`config.mk`:
```
export PLATFORM = sky130hd
export DESIGN_NAME = fifo_umbrales
export DESIGN_NICKNAME = d
export VERILOG_FILES = /design/src/rtl/fifo_pkg.sv /design/src/rtl/fifo_mem.sv /design/src/rtl/fifo_umbrales.sv
export SDC_FILE = /design/constraint.sdc
export NUM_CORES = 1
export LEC_CHECK = 0
export ABC_AREA = 1
export BUFFER_PORTS_ARGS = -buffer_cell sky130_fd_sc_hd__buf_2
export CORE_UTILIZATION = 55
export DETAILED_ROUTE_END_ITERATION = 10
export PLACE_DENSITY_LB_ADDON = 0.25
export SYNTH_ARGS = -nofsm -noshare
export SYNTH_HDL_FRONTEND = slang
export SYNTH_SLANG_ARGS = --single-unit
```
`constraint.sdc`:
```
create_clock -name clk -period 5.75 [get_ports clk]
set_input_delay 0.2875 -clock clk [delete_from_list [all_inputs] [get_ports clk]]
set_output_delay 0.2875 -clock clk [all_outputs]
set_load 0.005 [all_outputs]
```
`src/rtl/fifo_pkg.sv`:
```
// Shared constants for the threshold FIFO and the flow-control machine that consumes its status.
// Holds the parameter defaults, the depth derivation and the machine state encodings.
package fifo_pkg;

  localparam int unsigned DATA_WIDTH_DEF      = 6;
  localparam int unsigned ADDR_WIDTH_DEF      = 3;
  localparam int unsigned UMBRAL_ALTO_RST_DEF = 7;
  localparam int unsigned UMBRAL_BAJO_RST_DEF = 1;

  function automatic int unsigned depth_of(input int unsigned addr_width);
    return 32'd1 << addr_width;
  endfunction

  localparam int unsigned DEPTH_DEF = depth_of(ADDR_WIDTH_DEF);

  // Encodings shared with the downstream flow-control machine.
  typedef enum logic [2:0] {
    StReset  = 3'd0,
    StInit   = 3'd1,
    StIdle   = 3'd2,
    StActive = 3'd3,
    StError  = 3'd4
  } maquina_state_e;

endpackage

```
`src/rtl/fifo_mem.sv`:
```
// DEPTH x DATA_WIDTH register file: synchronous write port, combinational indexed read port.
// Contents are deliberately left unreset.
module fifo_mem import fifo_pkg::*; #(
  parameter int unsigned DATA_WIDTH = DATA_WIDTH_DEF,
  parameter int unsigned ADDR_WIDTH = ADDR_WIDTH_DEF
) (
  input  logic                  clk_i,
  input  logic                  we_i,
  input  logic [ADDR_WIDTH-1:0] waddr_i,
  input  logic [DATA_WIDTH-1:0] wdata_i,
  input  logic [ADDR_WIDTH-1:0] raddr_i,
  output logic [DATA_WIDTH-1:0] rdata_o
);

  localparam int unsigned DEPTH = depth_of(ADDR_WIDTH);

  logic [DATA_WIDTH-1:0] mem_q [DEPTH];

  always_ff @(posedge clk_i) begin
    if (we_i) begin
      mem_q[waddr_i] <= wdata_i;
    end
  end

  assign rdata_o = mem_q[raddr_i];

endmodule

```
`src/rtl/fifo_umbrales.sv`:
```
// Synchronous FIFO with programmable almost-full/almost-empty thresholds, sticky error flags
// and registered accept strobes for the flow-control machine.
module fifo_umbrales import fifo_pkg::*; #(
  parameter int unsigned DATA_WIDTH      = DATA_WIDTH_DEF,
  parameter int unsigned ADDR_WIDTH      = ADDR_WIDTH_DEF,
  parameter int unsigned UMBRAL_ALTO_RST = UMBRAL_ALTO_RST_DEF,
  parameter int unsigned UMBRAL_BAJO_RST = UMBRAL_BAJO_RST_DEF
) (
  input  logic                  clk,
  input  logic                  reset,
  input  logic                  wr_en,
  input  logic [DATA_WIDTH-1:0] data_in,
  input  logic                  rd_en,
  input  logic                  umbral_load,
  input  logic [ADDR_WIDTH:0]   umbral_alto_in,
  input  logic [ADDR_WIDTH:0]   umbral_bajo_in,
  output logic [DATA_WIDTH-1:0] data_out,
  output logic                  valid_out,
  output logic                  fifo_full,
  output logic                  fifo_empty,
  output logic                  almost_full,
  output logic                  almost_empty,
  output logic                  fifo_write,
  output logic                  fifo_read,
  output logic                  umbral_valid,
  output logic                  overflow_err,
  output logic                  underflow_err,
  output logic [ADDR_WIDTH:0]   count
);

  localparam int unsigned DEPTH = depth_of(ADDR_WIDTH);
  localparam logic [ADDR_WIDTH:0] DepthCnt = DEPTH[ADDR_WIDTH:0];
  localparam logic [ADDR_WIDTH:0] AltoRst  = UMBRAL_ALTO_RST[ADDR_WIDTH:0];
  localparam logic [ADDR_WIDTH:0] BajoRst  = UMBRAL_BAJO_RST[ADDR_WIDTH:0];
  localparam logic [ADDR_WIDTH:0] CntOne   = {{ADDR_WIDTH{1'b0}}, 1'b1};
  localparam logic [ADDR_WIDTH-1:0] PtrOne = {{(ADDR_WIDTH-1){1'b0}}, 1'b1};

  logic [ADDR_WIDTH-1:0] wr_ptr_q, wr_ptr_d;
  logic [ADDR_WIDTH-1:0] rd_ptr_q, rd_ptr_d;
  logic [ADDR_WIDTH:0]   count_q, count_d;
  logic [DATA_WIDTH-1:0] data_out_q, data_out_d;
  logic                  valid_q, valid_d;
  logic                  wr_strb_q, rd_strb_q;
  logic                  ovf_q, ovf_d;
  logic                  unf_q, unf_d;
  logic [ADDR_WIDTH:0]   alto_q, alto_d;
  logic [ADDR_WIDTH:0]   bajo_q, bajo_d;
  logic                  uvalid_q, uvalid_d;

  logic                  full, empty;
  logic                  wr_accept, rd_accept;
  logic [DATA_WIDTH-1:0] mem_rdata;

  assign full      = (count_q == DepthCnt);
  assign empty     = (count_q == '0);
  assign wr_accept = wr_en & ~full;
  assign rd_accept = rd_en & ~empty;

  fifo_mem #(
    .DATA_WIDTH (DATA_WIDTH),
    .ADDR_WIDTH (ADDR_WIDTH)
  ) u_mem (
    .clk_i   (clk),
    .we_i    (wr_accept),
    .waddr_i (wr_ptr_q),
    .wdata_i (data_in),
    .raddr_i (rd_ptr_q),
    .rdata_o (mem_rdata)
  );

  always_comb begin
    wr_ptr_d   = wr_ptr_q;
    rd_ptr_d   = rd_ptr_q;
    count_d    = count_q;
    data_out_d = data_out_q;
    valid_d    = rd_accept;
    alto_d     = alto_q;
    bajo_d     = bajo_q;
    uvalid_d   = uvalid_q;

    if (wr_accept) begin
      wr_ptr_d = wr_ptr_q + PtrOne;
    end
    if (rd_accept) begin
      rd_ptr_d   = rd_ptr_q + PtrOne;
      data_out_d = mem_rdata;
    end

    case ({wr_accept, rd_accept})
      2'b10:   count_d = count_q + CntOne;
      2'b01:   count_d = count_q - CntOne;
      default: count_d = count_q;
    endcase

    // A load clears the sticky flags, but an error in the same cycle still sets them.
    ovf_d = (ovf_q & ~umbral_load) | (wr_en & full);
    unf_d = (unf_q & ~umbral_load) | (rd_en & empty);

    if (umbral_load) begin
      alto_d   = umbral_alto_in;
      bajo_d   = umbral_bajo_in;
      uvalid_d = (umbral_bajo_in < umbral_alto_in) && (umbral_alto_in <= DepthCnt);
    end
  end

  always_ff @(posedge clk or negedge reset) begin
    if (!reset) begin
      wr_ptr_q   <= '0;
      rd_ptr_q   <= '0;
      count_q    <= '0;
      data_out_q <= '0;
      valid_q    <= 1'b0;
      wr_strb_q  <= 1'b0;
      rd_strb_q  <= 1'b0;
      ovf_q      <= 1'b0;
      unf_q      <= 1'b0;
      alto_q     <= AltoRst;
      bajo_q     <= BajoRst;
      uvalid_q   <= 1'b0;
    end else begin
      wr_ptr_q   <= wr_ptr_d;
      rd_ptr_q   <= rd_ptr_d;
      count_q    <= count_d;
      data_out_q <= data_out_d;
      valid_q    <= valid_d;
      wr_strb_q  <= wr_accept;
      rd_strb_q  <= rd_accept;
      ovf_q      <= ovf_d;
      unf_q      <= unf_d;
      alto_q     <= alto_d;
      bajo_q     <= bajo_d;
      uvalid_q   <= uvalid_d;
    end
  end

  assign data_out      = data_out_q;
  assign valid_out     = valid_q;
  assign fifo_full     = full;
  assign fifo_empty    = empty;
  assign almost_full   = (count_q >= alto_q);
  assign almost_empty  = (count_q <= bajo_q);
  assign fifo_write    = wr_strb_q;
  assign fifo_read     = rd_strb_q;
  assign umbral_valid  = uvalid_q;
  assign overflow_err  = ovf_q;
  assign underflow_err = unf_q;
  assign count         = count_q;

endmodule

```
==> flow_summary.yaml <==
critical_path:
  worstPathCellList: "nor2_2, nand3_2, inv_2, nor2_4, ha_1, nand2_1, inv_1, nor2_1, ha_1, a21oi_1, xor2_1, o21ai_0"
  reg2reg_from: "count[1]"
  critPathMaxStageDelay_ps: 500
  critPathMaxFanout: 14
  crit_slowest_cell: "dfrtp_1"
  ff2ff_setup_slack_ps: 3590
  critical_path.endpoint_type: "flop"
  cpMostUsedCell: "ha_1"
  arrival_ps: 2380
  rr_worst_depth: 12
  worstSetupPathType: "reg2reg"
  cp.required_ps: 5970
  start_kind: "flop"
  timing.rr.end: "count[2]"
sta:
  min_period_ps: 2160
  fmax_mhz: 463.0
  max_slew.worst_pin.slew_ps: 1027
  hold_viol: 0
  fin_setup_tns_ps: 0
  slew_headroom_pct: 31.55
  finalCritPeriodShare_pct: 37.56
  rsz0062_at_grt: "no"
  hold_ws_ps: 159.8
  finClkSkew_ps: 10.35
  slew_viol_final: 0
  setup_viol: 0
global_route:
  grt_max_degree: 30
  gr-total-overflow: 0
  grt_use_total_pct: 21.71
  grt_pass1_vias: 2214
  antenna_found_initial: 0
  grt_pass1_wl_um: 10560
logic_synthesis:
  synthDistinctLibCells: 29
  yosysWarnings: 0
  netlist_area_um2: 3507
  syn-num-nets: 364
  async_flop_share_pct: 37.66
  netlist_instances: 329
  avgSynthCellArea_um2: 10.66
  ys.flop_type: "edfxtp_1"
  ys_top_cells_by_area: "edfxtp_1, dfrtp_1, nor2_1, ha_1, nand2_1"
  synth_seq_cells: 77
  synth-seq-area-share_pct: 61.93
  synth_edf_count: 48
  yosys.area.top_type: "edfxtp_1"
  synth_top_area_share_pct: 41.10
run_status:
  status: "finished clean"
clock_tree:
  cts_root_buf: "clkbuf_8"
  cts_tree: "built"
  postCtsSetupRepairBufs: 0
  cts_num_sinks: 77
  path_clk_slew_ps: 80
  clk_latency_ps: 340
  numCtsBuffers: 9
  clockBufferDepth: 2
  h-tree-depth: 3
routing:
  routed-via-count: 2332
  via_per_inst: 5.194
  wl_per_cell_um: 14.24
  firstDrtPassIters: 4
  wl_um: 6393
  drt-initial-drc-count: 164
  detail-route-antenna-nets: 0
  drc: 0
placed_design:
  place_congestion: 0.7919
  place_hpwl_um: 4381
  port_buffers: 38
floorplan:
  dieHeight_um: 81.86
  die_area_um2: 6700
  initial_core_util_pct: 58.20
  rows: 28
  die_width_um: 81.86
  ios: 39
  core_area_um2: 6026
finish:
  drive_gt1_share_pct: 20.05
  multi_input_area_um2: 1120
  num_antenna_cells: 0
  regArea_um2: 2172
  nFillCells: 489
  nets: 404
  area_delta_synth_final_pct: 10.56
worst_hold_path:
  min_from: "umbral_bajo_in[0]"
  holdPathStages: 3
  hold_end: "bajo_q[0]"
  hold_path_class: "in2reg"
power_and_ir_drop:
  p_per_area_nw_per_um2: 468.2
  ir_worst_vdd_uv: 351.5
  leakage_nw: 1.691
run:
  max_cap_violations: 0
## cell type report
cell class	instances	area share [%]
Inverter	31	3.066
Multi-Input combinational cell	211	28.88
Sequential cell	77	56.02
Clock buffer	9	3.195
Tap cell	75	2.420
Timing Repair Buffer	39	5.163
Clock inverter	7	1.258
## per-stage QoR
stage / power (mW) / util (%) / instances / setup slack, ps / cell area (µm²)
2_1_floorplan: 1.312 / - / 329 / 3781 / 3507
3_3_place_gp: 1.449 / 61.32 / 432 / 3701 / 3695
3_5_place_dp: 1.468 / 61.32 / 432 / 3592 / 3695
4_1_cts: 1.827 / 64.35 / 449 / 3583 / 3877
5_1_grt: 1.958 / 64.35 / 449 / 3380 / 3877
6_report: 1.815 / 64.35 / 449 / 3590 / 3877
## worst max-delay path by stage
| stage | start | cells past startpoint | to |
|---|---|---|---|
| 6_report | count[1] | 12 | count[2] |
| 5_1_grt | count[1] | 12 | count[2] |
| 4_1_cts | count[1] | 12 | count[2] |
| 3_5_place_dp | count[1] | 12 | count[2] |
| 3_3_place_gp | count[2] | 12 | count[2] |
| 2_1_floorplan | count[1] | 12 | count[2] |
## cells in the final DEF, fill, tap and decap left out, types with 2 or more instances in the layout
master      instances
o21ai_0            23
edfxtp_1           48
nand3_1            24
nor2_2              5
dfrtp_1            25
nand3_2             2
nand2_1            51
dfstp_2             4
o21ai_1            15
nor2_1             55
a21oi_1             5
clkbuf_8            9
inv_1              26
clkinvlp_4          3
xor2_1              3
inv_2               4
xnor2_1             2
ha_1               16
buf_2              38
nand4_1             2
inv_6               2
## critical path, delay by kind of cell, from the launching register on
kind | cells | cell delay [ps]
xor+xnor | 1 | 140
buf+inv | 2 | 120
fa+ha+maj | 2 | 450
compound gates | 2 | 220
simple gates | 5 | 580
flops | 1 | 500
## cells in the mapped netlist (2+ instances only)
master    instances
xor2_1            3
buf_2             2
o21ai_1          15
xnor2_1           2
o21ai_0          23
inv_2             4
dfrtp_1          25
edfxtp_1         48
nand3_1          24
nand2_1          51
buf_6             7
nand4_1           2
dfstp_2           4
inv_1            26
nor2_2            5
ha_1             16
a21oi_1           5
nand3_2           2
nor2_1           55
## metal layers
| metal | track usage (%) | share of wire, % |
|---|---|---|
| met2 | 34.38 | 46 |
| met1 | 29.63 | 48 |
| met5 | 0 | 0 |
| met3 | 4.000 | 3.8 |
| met4 | 8.421 | 1.8 |
## registers in the layout, indices dropped and copies added, names as in the netlist
signal	count
count	4
data_out	6
bajo_q	4
wr_ptr_q	3
alto_q	4
umbral_valid	1
overflow_err	1
rd_ptr_q	3
underflow_err	1
fifo_write	1
u_mem.mem_q	48
fifo_read	1
## report_power, final
group / switching (mW) / leakage (nW) / internal [mW]
clock network: 0.199 / 0.0797 / 0.157
logic: 0.372 / 0.829 / 0.247
registers: 0.125 / 0.782 / 0.715
total: 0.696 / 1.69 / 1.12
## cell families (layout without fill, tap and decap cells)
family	after synthesis	in the layout	share of synthesized area [%]
simple gates	143	143	17.66
flops	77	77	61.93
compound gates	46	46	6.850
buf+inv	41	86	6.136
fa+ha+maj	16	16	5.708
xor+xnor	6	6	1.713
## repair_timing
item / 4_1_cts / 5_1_grt
hold buffers: 1 / 0
resized for setup: 0 / 0
endpoints found under the hold margin: 15 / 0
No activity file was read; power rests on OpenSTA's default activity.
